[config.mk]
export PLATFORM = sky130hd
export DESIGN_NAME = me_wb_pipe
export DESIGN_NICKNAME = d
export VERILOG_FILES = /design/src/rtl/rvcpu_pkg.sv /design/src/rtl/pipe_skid_buf.sv /design/src/rtl/me_wb_pipe.sv
export SDC_FILE = /design/constraint.sdc
export NUM_CORES = 1
export LEC_CHECK = 0
export BUFFER_PORTS_ARGS = -buffer_cell sky130_fd_sc_hd__buf_2
export CAP_MARGIN = 20
export CELL_PAD_IN_SITES_DETAIL_PLACEMENT = 1
export CELL_PAD_IN_SITES_GLOBAL_PLACEMENT = 1
export CORE_MARGIN = 4
export CORE_UTILIZATION = 37
export DETAILED_ROUTE_END_ITERATION = 8
export PLACE_DENSITY = 0.91
export RECOVER_POWER = 50
export SLEW_MARGIN = 20
export SYNTH_ARGS = -nofsm -noshare
export SYNTH_HDL_FRONTEND = slang
export SYNTH_SLANG_ARGS = --single-unit
[constraint.sdc]
create_clock -name clk -period 2.5 [get_ports clk]
set_clock_uncertainty 0.1 [all_clocks]
set_input_delay 0.25 -clock clk [delete_from_list [all_inputs] [get_ports clk]]
set_output_delay 0.25 -clock clk [all_outputs]
set_load 0.005 [all_outputs]
[src/rtl/rvcpu_pkg.sv]
// rvcpu_pkg: shared definitions for the rvcpu MEM->WB pipeline stage.
//   XLEN_DEF / REG_AW_DEF : default datapath and register-index widths
//   me_wb_t               : MEM->WB payload layout (sel, write_reg, out_mem, out_alu, rd)
//   ME_WB_W               : packed width of me_wb_t at the default widths
//   pipe_state_e          : occupancy state encoding of the stage buffer
//   me_wb_width()         : packed payload width for arbitrary widths
package rvcpu_pkg;

   localparam int unsigned XLEN_DEF   = 64;
   localparam int unsigned REG_AW_DEF = 5;

   // Field order is MSB first; the top packs its flat vector in the same order.
   typedef struct packed {
      logic                  sel;
      logic                  write_reg;
      logic [XLEN_DEF-1:0]   out_mem;
      logic [XLEN_DEF-1:0]   out_alu;
      logic [REG_AW_DEF-1:0] rd;
   } me_wb_t;

   localparam int unsigned ME_WB_W = $bits(me_wb_t);

   typedef enum logic [1:0] {
      EMPTY = 2'd0,
      ONE   = 2'd1,
      TWO   = 2'd2
   } pipe_state_e;

   function automatic int unsigned me_wb_width(input int unsigned xlen,
                                               input int unsigned aw);
      return 32'd2 + 32'd2 * xlen + aw;
   endfunction

endpackage

[src/rtl/pipe_skid_buf.sv]
// pipe_skid_buf: generic valid/ready pipeline buffer with flush and occupancy.
//   Build option ME_WB_SKID_EN:
//     defined   - two entries (main + skid), registered in_ready, occupancy 0..2
//     undefined - single register, in_ready = ~out_valid | out_ready, occupancy 0..1
// Ports:
//   clk, rst (async active-low), flush (sync discard of held entries)
//   in_valid/in_ready/in_data    : upstream side
//   out_valid/out_ready/out_data : downstream side, out_data is the head entry
//   occupancy                    : number of held entries
module pipe_skid_buf
   import rvcpu_pkg::*;
#(
   parameter int unsigned W = 8
) (
   input  logic         clk,
   input  logic         rst,
   input  logic         flush,
   input  logic         in_valid,
   output logic         in_ready,
   input  logic [W-1:0] in_data,
   output logic         out_valid,
   input  logic         out_ready,
   output logic [W-1:0] out_data,
   output logic [1:0]   occupancy
);

   pipe_state_e  state;
   logic [W-1:0] main_q;
   logic         in_fire;
   logic         out_fire;

`ifdef ME_WB_SKID_EN

   logic [W-1:0] skid_q;
   logic         ready_q;
   logic         valid_q;
   logic [1:0]   occ_q;

   assign in_fire  = in_valid & ready_q;
   assign out_fire = valid_q & out_ready;

   // Control outputs are registered next to the state so in_ready has no
   // combinational path from out_ready.
   always_ff @(posedge clk or negedge rst) begin
      if (!rst) begin
         state   <= EMPTY;
         ready_q <= 1'b0;
         valid_q <= 1'b0;
         occ_q   <= 2'd0;
      end else if (flush) begin
         state   <= EMPTY;
         ready_q <= 1'b1;
         valid_q <= 1'b0;
         occ_q   <= 2'd0;
      end else begin
         case (state)
            EMPTY: begin
               ready_q <= 1'b1;
               if (in_fire) begin
                  state   <= ONE;
                  valid_q <= 1'b1;
                  occ_q   <= 2'd1;
               end
            end
            ONE: begin
               if (in_fire && !out_fire) begin
                  state   <= TWO;
                  ready_q <= 1'b0;
                  occ_q   <= 2'd2;
               end else if (!in_fire && out_fire) begin
                  state   <= EMPTY;
                  ready_q <= 1'b1;
                  valid_q <= 1'b0;
                  occ_q   <= 2'd0;
               end else begin
                  ready_q <= 1'b1;
               end
            end
            TWO: begin
               if (out_fire) begin
                  state   <= ONE;
                  ready_q <= 1'b1;
                  occ_q   <= 2'd1;
               end
            end
            default: begin
               state   <= EMPTY;
               ready_q <= 1'b1;
               valid_q <= 1'b0;
               occ_q   <= 2'd0;
            end
         endcase
      end
   end

   // Skid always holds the younger entry; it moves to main when main drains.
   always_ff @(posedge clk or negedge rst) begin
      if (!rst) begin
         main_q <= '0;
         skid_q <= '0;
      end else if (!flush) begin
         case (state)
            EMPTY: if (in_fire) main_q <= in_data;
            ONE: begin
               if (in_fire && out_fire) main_q <= in_data;
               else if (in_fire)        skid_q <= in_data;
            end
            TWO: if (out_fire) main_q <= skid_q;
            default: ;
         endcase
      end
   end

   assign in_ready  = ready_q;
   assign out_valid = valid_q;
   assign occupancy = occ_q;

`else

   logic run_q;

   assign out_valid = (state == ONE);
   // run_q keeps in_ready low while reset is asserted.
   assign in_ready  = run_q & (~out_valid | out_ready);
   assign in_fire   = in_valid & in_ready;
   assign out_fire  = out_valid & out_ready;

   always_ff @(posedge clk or negedge rst) begin
      if (!rst) begin
         state <= EMPTY;
         run_q <= 1'b0;
      end else begin
         run_q <= 1'b1;
         if (flush)         state <= EMPTY;
         else if (in_fire)  state <= ONE;
         else if (out_fire) state <= EMPTY;
      end
   end

   always_ff @(posedge clk or negedge rst) begin
      if (!rst)                  main_q <= '0;
      else if (!flush && in_fire) main_q <= in_data;
   end

   assign occupancy = {1'b0, out_valid};

`endif

   assign out_data = main_q;

endmodule

[src/rtl/me_wb_pipe.sv]
// me_wb_pipe: MEM->WB pipeline stage for the rvcpu core.
//   Build option ME_WB_SKID_EN selects the two-entry skid buffer (registered
//   me_ready); otherwise a single register with combinational me_ready.
// Ports:
//   clk, rst (async active-low), flush (sync discard)
//   me_* : upstream entry (valid/ready + sel, writeReg, outMem, outAlu, rd)
//   wb_* : head entry (valid/ready + same fields), wb_data (selected result),
//          wb_we (register-file write enable, suppressed for x0 and bubbles)
//   occupancy : entries held
module me_wb_pipe
   import rvcpu_pkg::*;
#(
   parameter int unsigned XLEN   = XLEN_DEF,
   parameter int unsigned REG_AW = REG_AW_DEF
) (
   input  logic              clk,
   input  logic              rst,
   input  logic              flush,
   input  logic              me_valid,
   output logic              me_ready,
   input  logic              me_aluOut_WB_memOut,
   input  logic              me_writeReg,
   input  logic [XLEN-1:0]   me_outMem,
   input  logic [XLEN-1:0]   me_outAlu,
   input  logic [REG_AW-1:0] me_rd,
   output logic              wb_valid,
   input  logic              wb_ready,
   output logic              wb_aluOut_WB_memOut,
   output logic              wb_writeReg,
   output logic [XLEN-1:0]   wb_outMem,
   output logic [XLEN-1:0]   wb_outAlu,
   output logic [REG_AW-1:0] wb_rd,
   output logic [XLEN-1:0]   wb_data,
   output logic              wb_we,
   output logic [1:0]        occupancy
);

   localparam int unsigned PW = me_wb_width(XLEN, REG_AW);

   logic [PW-1:0] in_data;
   logic [PW-1:0] out_data;

   // Same field order as me_wb_t.
   assign in_data = {me_aluOut_WB_memOut, me_writeReg, me_outMem, me_outAlu, me_rd};
   assign {wb_aluOut_WB_memOut, wb_writeReg, wb_outMem, wb_outAlu, wb_rd} = out_data;

   pipe_skid_buf #(.W(PW)) u_buf (
      .clk       (clk),
      .rst       (rst),
      .flush     (flush),
      .in_valid  (me_valid),
      .in_ready  (me_ready),
      .in_data   (in_data),
      .out_valid (wb_valid),
      .out_ready (wb_ready),
      .out_data  (out_data),
      .occupancy (occupancy)
   );

   assign wb_data = wb_aluOut_WB_memOut ? wb_outMem : wb_outAlu;
   assign wb_we   = wb_valid & wb_writeReg & (wb_rd != '0);

endmodule

==> impl_metrics.tcl <==
set metrics [dict create \
    async_reset_ff_share_pct 100.0 \
    worst_hold_path.endpoint "u_buf.state[0]" \
    post-route-min-period_ns 2.083 \
    finalCritPeriodShare_pct 83.32 \
    r2r.worst_path.cells 4 \
    powerDensity_nw_per_um2 811.1 \
    die_h_microns 135.6 \
    die_width_microns 135.6 \
    slowest_delay_ns 0.41 \
    cts_tree "yes" \
    status "complete, no violations" \
    synth-simple-area-share_pct 0.4983 \
    fillers 1679 \
    synth_edf_count 0 \
    drv_cap 0 \
    ys_types 14 \
    overflow 0 \
    drt_iter0_drc 127 \
    max_slew_margin_pct 50.64 \
    hpwl_microns 14440 \
    synthXorXnorAreaFrac_pct 0 \
    whs_path_depth 3 \
    final_nets 991 \
    hold_viol_final 0 \
    slowest_stage "mux2_2" \
    max_freq_ghz 0.4801 \
    r2r_slack_ns 0.49 \
    synth_most_common_cell "mux2_2" \
    required_ns 2.15 \
    start_util_pct 37.80 \
    worst-setup-path-type "reg -> out" \
    io_pins 344 \
    power.total_mw 7.934 \
    hold_class "in -> reg" \
    ys_seq_area_share_pct 56.89 \
    cts_root_buf "clkbuf_16" \
    path_clk_slew_ns 0.07 \
    syn_inst 368 \
    dieArea_sq_um 18390 \
    synthMuxAreaShare_pct 39.62 \
    worst_pin_slew_ns 0.7404 \
    yosysTopAreaCellShare_pct 56.89 \
    finalSetupViolCount 0 \
    ctsHoldBuffers 137 \
    cts_buffers 17 \
    postCtsResizedCells 0 \
    antenna_left 0 \
    synth_top_family_by_area "multiplexers" \
    via_per_inst 4.829 \
    synth_commonest_cells "mux2_2, dfrtp_1, mux2_4, buf_2, buf_6" \
    crit_arrival_ns 1.73 \
    clk_path_buf_depth 2 \
    firstDrtPassIters 4 \
    synth_area_leaders "dfrtp_1, mux2_2, mux2_4" \
    synth_nets 508 \
    synth_top_cell_by_area "dfrtp_1" \
    reg2reg_from "u_buf.state[0]" \
    area_growth_pct 62.33 \
    synth_compound_area_share_pct 0.2492 \
    drc_errors 0 \
    syn_area_per_cell_sq_um 16.37 \
    vias 5220 \
    post_cts_buffers 0 \
    clock_latency_ns 0.42 \
    synth-seq-cells 137 \
    synthAdderAreaFrac_pct 0 \
    start_kind "register" \
    wl_per_cell_microns 22.75 \
    yosys_most_used_dff "dfrtp_1" \
    finalWirelength_microns 24600 \
    cp_max_fo 66 \
    first_global_vias 6174 \
    hp-start "wb_ready" \
    cts.sinks 137 \
    track_usage_pct 26.66 \
    critPathCaptureType "output port" \
    place.gp.congestion 0.7975 \
    synth_area_sq_um 6026 \
    p_leak_nw 4.673 \
    numPortBuffers 342 \
    tns_ns 0 \
    row_count 46 \
    drive_gt1_share_pct 56.60 \
    grt_pass1_wl_microns 37160 \
    antenna_found_initial 1 \
    cp_cell_sequence "buf_12 > mux2_2 > buf_2" \
    yosysWarnings 0 \
    grt_setup_unrepaired "false" \
    ir_worst_vdd_v 0.0004490 \
    placeableCoreArea_sq_um 15940 \
    grt_max_degree 67 \
    reg2reg_to "u_buf.out_data[88]" \
    slew_viol_final 0 \
    htree_levels 4 \
]
==> cell families (layout without fill, tap and decap cells) <==
group / Yosys count / count (layout)
other: 2 / 3
and+or+nand+nor: 4 / 4
buffers and inverters: 24 / 520
muxes: 199 / 199
AOI/OAI and AO/OA: 2 / 2
DFF: 137 / 137
==> state kept, by name (all words and copies together) (netlist names) <==
register        flops
u_buf.state         1
u_buf.run_q         1
u_buf.out_data    135
==> worst max path at each step <==
stage                         from                   to  slack, ns
2_1_floorplan       u_buf.state[0]  u_buf.out_data[100]       0.97
3_3_place_gp              wb_ready   u_buf.out_data[23]       0.66
3_5_place_dp              wb_ready   u_buf.out_data[41]       0.60
4_1_cts        u_buf.out_data[134]           wb_data[2]       0.44
5_1_grt        u_buf.out_data[134]          wb_data[19]       0.37
6_report       u_buf.out_data[134]          wb_data[21]       0.42
==> layer usage <==
layer | global-route usage [%] | vias up | share of wire, %
met4 | 10.25 | 0 | 3.1
met3 | 6.761 | 53 | 6.7
met2 | 50.64 | 262 | 55
met1 | 28.03 | 2618 | 35
met5 | 0 | - | 0
li1 | - | 2287 | -
==> critical path: cells and delay by family, from the launching register on <==
family | cells | cell delay [ns]
muxes | 1 | 0.41
DFF | 1 | 0.38
buffers and inverters | 2 | 0.49
==> metrics by stage <==
stage          area (sq um)  cells  setup slack [ns]  utilization, %  hold slack (ns)
2_1_floorplan          6026    368            0.9674               -          -0.1456
3_3_place_gp           7975    911            0.6554           50.02           0.1873
4_1_cts                9908   1080            0.4376           62.15          0.03136
6_report               9782   1081            0.4170           61.36          0.04295
5_1_grt                9782   1081            0.3717           61.36          0.06380
3_5_place_dp           7975    911            0.6009           50.02           0.1817
==> placed cells by master (no fill, tap or decap) <==
master	synthesis	layout
nand2b_2	1	1
mux2_2	160	160
buf_2	15	248
clkinvlp_4	0	6
clkbuf_4	0	1
bufinv_16	0	1
conb_1	2	2
buf_4	3	5
mux2_4	39	39
buf_6	5	1
dfrtp_1	137	136
clkbuf_1	1	95
diode_2	0	1
o21ai_0	1	1
o311a_1	1	1
dlygate4sd3_1	0	137
dfrtp_2	0	1
buf_12	0	3
clkinv_2	0	1
clkbuf_16	0	17
inv_6	0	4
and2_1	1	1
nand4b_1	1	1
or3_1	1	1
clkbuf_8	0	1
==> report_power, final <==
part	switching (mW)	total [mW]	internal [mW]	leakage, nW
clock network	1.03	2.44	1.41	0.256
logic	1.01	2.38	1.37	2.79
registers	0.443	3.12	2.67	1.62
==> area by class of cell <==
| type | count | area [sq um] | share of cell area, % |
|---|---|---|---|
| flip-flops and latches | 137 | 3430 | 35.06 |
| well taps | 216 | 270.3 | 2.763 |
| multi-input cells | 207 | 2440 | 24.94 |
| clock inverters | 12 | 115.1 | 1.177 |
| diodes | 1 | 2.502 | 0.02558 |
| clock buffers | 20 | 446.7 | 4.566 |
| repair buffers | 488 | 3078 | 31.47 |
Power figures use the tool's default switching activity.
